### config.mk
export PLATFORM = sky130hd
export DESIGN_NAME = uart_tx_feeder
export DESIGN_NICKNAME = d
export VERILOG_FILES = /design/src/rtl/uart_tx_feeder.sv
export SDC_FILE = /design/constraint.sdc
export NUM_CORES = 1
export LEC_CHECK = 0
export ABC_AREA = 1
export CAP_MARGIN = 20
export CORE_MARGIN = 2
export CORE_UTILIZATION = 40
export DETAILED_ROUTE_END_ITERATION = 12
export GPL_ROUTABILITY_DRIVEN = 1
export SLEW_MARGIN = 20
export SYNTH_ARGS = -nofsm -noshare
export SYNTH_HDL_FRONTEND = slang
export SYNTH_SLANG_ARGS = --single-unit
export TNS_END_PERCENT = 30
### constraint.sdc
create_clock -name clk -period 3.55 [get_ports clk]
set_clock_uncertainty 0.15 [all_clocks]
set_input_delay 0.355 -clock clk [delete_from_list [all_inputs] [get_ports clk]]
set_output_delay 0.355 -clock clk [all_outputs]
set_load 0.005 [all_outputs]
### src/rtl/uart_tx_feeder.sv
// Feeds UART transmitter from a word FIFO: each buffered word is sent LSB byte first,
// one start pulse per byte, pacing on the transmitter's busy flag rising then falling.
module uart_tx_feeder #(
    parameter int WORD_W = 16,
    parameter int DEPTH  = 8
) (
    input  logic                     clk,
    input  logic                     rst,
    input  logic                     in_valid,
    input  logic [WORD_W-1:0]        in_data,
    output logic                     in_ready,
    output logic [7:0]               tx_data,
    output logic                     tx_start,
    input  logic                     tx_busy,
    output logic [$clog2(DEPTH):0]   fifo_count,
    output logic                     idle
);

    localparam int NBYTES = WORD_W / 8;
    localparam int PTR_W  = $clog2(DEPTH);
    localparam int CNT_W  = PTR_W + 1;
    localparam int IDX_W  = (NBYTES > 1) ? $clog2(NBYTES) : 1;

    localparam logic [CNT_W-1:0] FULL_CNT = CNT_W'(DEPTH);
    localparam logic [IDX_W-1:0] LAST_IDX = IDX_W'(NBYTES - 1);

    typedef enum logic [1:0] {
        S_IDLE,
        S_WAIT_HI,
        S_WAIT_LO
    } state_t;

    state_t              state_q, state_d;
    logic [WORD_W-1:0]   mem_q [DEPTH];
    logic [PTR_W-1:0]    wr_ptr_q, wr_ptr_d;
    logic [PTR_W-1:0]    rd_ptr_q, rd_ptr_d;
    logic [CNT_W-1:0]    count_q, count_d;
    logic [WORD_W-1:0]   shift_q, shift_d;
    logic [IDX_W-1:0]    byte_idx_q, byte_idx_d;
    logic [7:0]          tx_data_q, tx_data_d;
    logic                tx_start_q, tx_start_d;

    logic                push;
    logic                pop;
    logic [WORD_W-1:0]   head_word;
    logic [WORD_W-1:0]   shifted;

    // in_ready comes only from the registered count, keeping tx_busy off the upstream path
    assign in_ready   = (count_q < FULL_CNT);
    assign push       = in_valid && in_ready;
    assign head_word  = mem_q[rd_ptr_q];
    assign shifted    = shift_q >> 8;

    assign tx_data    = tx_data_q;
    assign tx_start   = tx_start_q;
    assign fifo_count = count_q;
    assign idle       = (state_q == S_IDLE) && (count_q == '0);

    always_comb begin
        state_d    = state_q;
        shift_d    = shift_q;
        byte_idx_d = byte_idx_q;
        tx_data_d  = tx_data_q;
        tx_start_d = 1'b0;
        pop        = 1'b0;

        case (state_q)
            S_IDLE: begin
                if (count_q != '0) begin
                    pop        = 1'b1;
                    shift_d    = head_word;
                    byte_idx_d = '0;
                    tx_data_d  = head_word[7:0];
                    tx_start_d = 1'b1;
                    state_d    = S_WAIT_HI;
                end
            end
            S_WAIT_HI: begin
                if (tx_busy) begin
                    state_d = S_WAIT_LO;
                end
            end
            S_WAIT_LO: begin
                if (!tx_busy) begin
                    if (byte_idx_q != LAST_IDX) begin
                        shift_d    = shifted;
                        byte_idx_d = byte_idx_q + IDX_W'(1);
                        tx_data_d  = shifted[7:0];
                        tx_start_d = 1'b1;
                        state_d    = S_WAIT_HI;
                    end else begin
                        state_d = S_IDLE;
                    end
                end
            end
            default: begin
                state_d = S_IDLE;
            end
        endcase
    end

    // Pointers wrap naturally because DEPTH is a power of two
    always_comb begin
        wr_ptr_d = wr_ptr_q;
        rd_ptr_d = rd_ptr_q;
        count_d  = count_q;
        if (push) begin
            wr_ptr_d = wr_ptr_q + PTR_W'(1);
        end
        if (pop) begin
            rd_ptr_d = rd_ptr_q + PTR_W'(1);
        end
        case ({push, pop})
            2'b10:   count_d = count_q + CNT_W'(1);
            2'b01:   count_d = count_q - CNT_W'(1);
            default: count_d = count_q;
        endcase
    end

    always_ff @(posedge clk) begin
        if (push) begin
            mem_q[wr_ptr_q] <= in_data;
        end
    end

    always_ff @(posedge clk or negedge rst) begin
        if (!rst) begin
            state_q    <= S_IDLE;
            wr_ptr_q   <= '0;
            rd_ptr_q   <= '0;
            count_q    <= '0;
            shift_q    <= '0;
            byte_idx_q <= '0;
            tx_data_q  <= '0;
            tx_start_q <= 1'b0;
        end else begin
            state_q    <= state_d;
            wr_ptr_q   <= wr_ptr_d;
            rd_ptr_q   <= rd_ptr_d;
            count_q    <= count_d;
            shift_q    <= shift_d;
            byte_idx_q <= byte_idx_d;
            tx_data_q  <= tx_data_d;
            tx_start_q <= tx_start_d;
        end
    end

endmodule
==> flow_summary.json <==
{
  "drive_above_1_share_pct": 9.076,
  "cts_buffers": 17,
  "worstPathRequired_ns": 3.70,
  "rows": 46,
  "path_clk_slew_ns": 0.06,
  "rsz0062_at_grt": "false",
  "fmax_mhz": 371.0,
  "gp_congestion": 0.7841,
  "syn_nets": 607,
  "cts_tree": "built",
  "dp_hpwl_mm": 8.479,
  "synth_edf_count": 128,
  "hp-class": "in -> async",
  "ctsResizeCount": 0,
  "synth_warnings": 0,
  "grt_first_pass_wirelength_mm": 22.73,
  "vias_per_cell": 5.085,
  "cp.arrival_ns": 2.84,
  "cts-hold-fix-buffers": 0,
  "ys_seq_area_share_pct": 69.82,
  "syn2layout_area_growth_pct": 17.15,
  "post-place-ws_ns": 0.8665,
  "wire_per_inst_um": 16.90,
  "worst_ir_drop_vdd_mv": 0.4009,
  "clockBufferDepth": 2,
  "worst_pin_slew_ns": 0.6692,
  "synth-main-ff-cell": "edfxtp_1",
  "yosysMostFrequentCell": "nand2_1",
  "ff2ff_setup_slack_ns": 0.85,
  "hold_ws_ns": 0.1832,
  "synthesis.area_mm2": 0.006580,
  "avgSynthCellArea_um2": 11.31,
  "slew_viol_final": 0,
  "coreArea_mm2": 0.01600,
  "start_util_pct": 41.12,
  "cp_max_fo": 20,
  "yosysTopAreaCell": "edfxtp_1",
  "clock_latency_ns": 0.42,
  "grt_pass1_vias": 4311,
  "portBuffers": 34,
  "finalSetupTns_ns": 0,
  "grt.overflow.total": 0,
  "setup_viol_count_final": 0,
  "antenna_found_initial": 0,
  "fin_area_mm2": 0.007709,
  "synth.distinct_cells": 28,
  "slew_headroom_pct": 55.38,
  "cp-end-kind": "register",
  "p_per_area_mw_per_mm2": 866.9,
  "crit_end": "fifo_count[2]",
  "fin_crit_ns": 2.695,
  "synthArstFlopShare_pct": 18.99,
  "drt_wl_total_mm": 14.27,
  "rr_endpoint": "fifo_count[2]",
  "num_vias": 4292,
  "cts_max_level": 4,
  "run_status": "finished, final reports clean",
  "cts_setup_buffers": 0,
  "ioPinCount": 35,
  "die_x_um": 132.3,
  "path_class": "reg -> reg",
  "p_leak_uw": 0.002989,
  "root_buffer": "clkbuf_16",
  "ys_top_cells_by_area": "edfxtp_1 58%, dfrtp_1 11%, nand2_1 9.1%",
  "grt_max_degree": 66,
  "ys_seq_elements": 158,
  "period_share_pct": 75.93,
  "drc_errors": 0,
  "ys_top_cells_by_count": "159 x nand2_1, 128 x edfxtp_1, 83 x nand3_1",
  "worstSetupStartpoint": "fifo_count[0]",
  "synth_top_cell_area_share_pct": 58.41,
  "first_pass_iters": 5,
  "grt_use_total_pct": 17.15,
  "diodes": 0,
  "maxCapViolCount": 0,
  "die-height_um": 132.3,
  "reg2regPathDepth": 13,
  "setup_ws_ns": 0.8546,
  "drt-initial-drc-count": 345,
  "dpl_cell_area_mm2": 0.007076,
  "finalNetCount": 640,
  "r2r-start": "fifo_count[0]",
  "antenna_left": 0,
  "die_area_mm2": 0.01749,
  "netlist_instances": 582,
  "clkSinkCount": 158,
  "hold_viol": 0,
  "cp-start-kind": "register"
}
## area by class of cell
cell class	count	area, um^2
Multi-Input combinational cell	358	1640
Tap cell	216	270.3
Fill cell	1463	8292
Timing Repair Buffer	51	488.0
Sequential cell	158	4596
Clock buffer	20	436.7
Clock inverter	12	168.9
Inverter	29	108.9
## flip-flops by register name, indices dropped and copies added, names as in the netlist
signal / cells
byte_idx_q: 1
fifo_count: 4
mem_q: 128
rd_ptr_q: 3
shift_q: 16
state_q: 2
tx_start: 1
wr_ptr_q: 3
## cells in the final DEF, fill, tap and decap left out
cell type	instances
buf_16	1
nand2_1	159
nand3b_1	1
bufinv_16	4
clkbuf_16	17
a21boi_0	2
nand3_2	1
inv_2	1
or2_2	7
nand2_2	1
clkbuf_1	3
clkinv_2	3
xnor2_1	2
nor3_1	1
dfrtp_2	1
dfrtp_1	29
clkinvlp_4	4
edfxtp_1	128
clkinv_1	2
nand3_1	83
clkdlybuf4s50_1	34
nor2_1	32
o22ai_1	1
a21oi_1	20
inv_1	27
o21ai_0	29
ha_1	5
xor2_1	4
nor2_2	1
o21ai_1	8
buf_4	16
o211ai_1	1
## where the power goes
group	total, uW	switching (uW)	internal (uW)
clock network	1850	685	1170
registers	2530	151	2370
logic	2300	1500	806
## critical path: stages, from the launching register on
cell,delay [ns]
dfrtp_1,0.44
nor2_1,0.07
nand2_1,0.10
nand2_1,0.06
buf_4,0.20
inv_1,0.39
ha_1,0.38
inv_1,0.07
nand2_1,0.06
nand2_1,0.07
ha_1,0.20
a21oi_1,0.15
xor2_1,0.14
o21ai_0,0.08
## how the worst min path moves through the flow
stage                     to  slack [ns]  cells after the start
6_report       fifo_count[1]        0.18                      2
5_1_grt        fifo_count[2]        0.21                      2
3_5_place_dp     shift_q[11]        0.35                      2
4_1_cts        fifo_count[2]        0.18                      2
3_3_place_gp     shift_q[12]        0.34                      2
2_1_floorplan     byte_idx_q       -0.09                      0
## stage by stage
step           cells  util, %  total power, uW
2_1_floorplan    582        -             4152
4_1_cts          843    48.01             6691
3_5_place_dp     811    44.22             4826
3_3_place_gp     811    44.22             4752
6_report         844    48.18             6682
5_1_grt          844    48.18             7102
## routing by layer
metal  wire (um)  vias to the layer above  share of wire, %  track usage (%)
met2        6906                      120                48            27.95
met5           0                        -                 0                0
met4         291                        0               2.0            7.228
met3         834                       19               5.8            4.383
li1            -                     2051                 -                -
met1        6233                     2102                44            21.88
## cells by family after synthesis
| logic type | Yosys count | share of synthesized area [%] |
|---|---|---|
| and+or+nand+nor | 286 | 18.41 |
| DFF | 158 | 69.82 |
| buffers and inverters | 66 | 5.248 |
| AOI/OAI and AO/OA | 61 | 4.773 |
| xor gates and xnor gates | 6 | 0.7986 |
| adders and majority gates | 5 | 0.9508 |
Power figures use the tool's default switching activity.
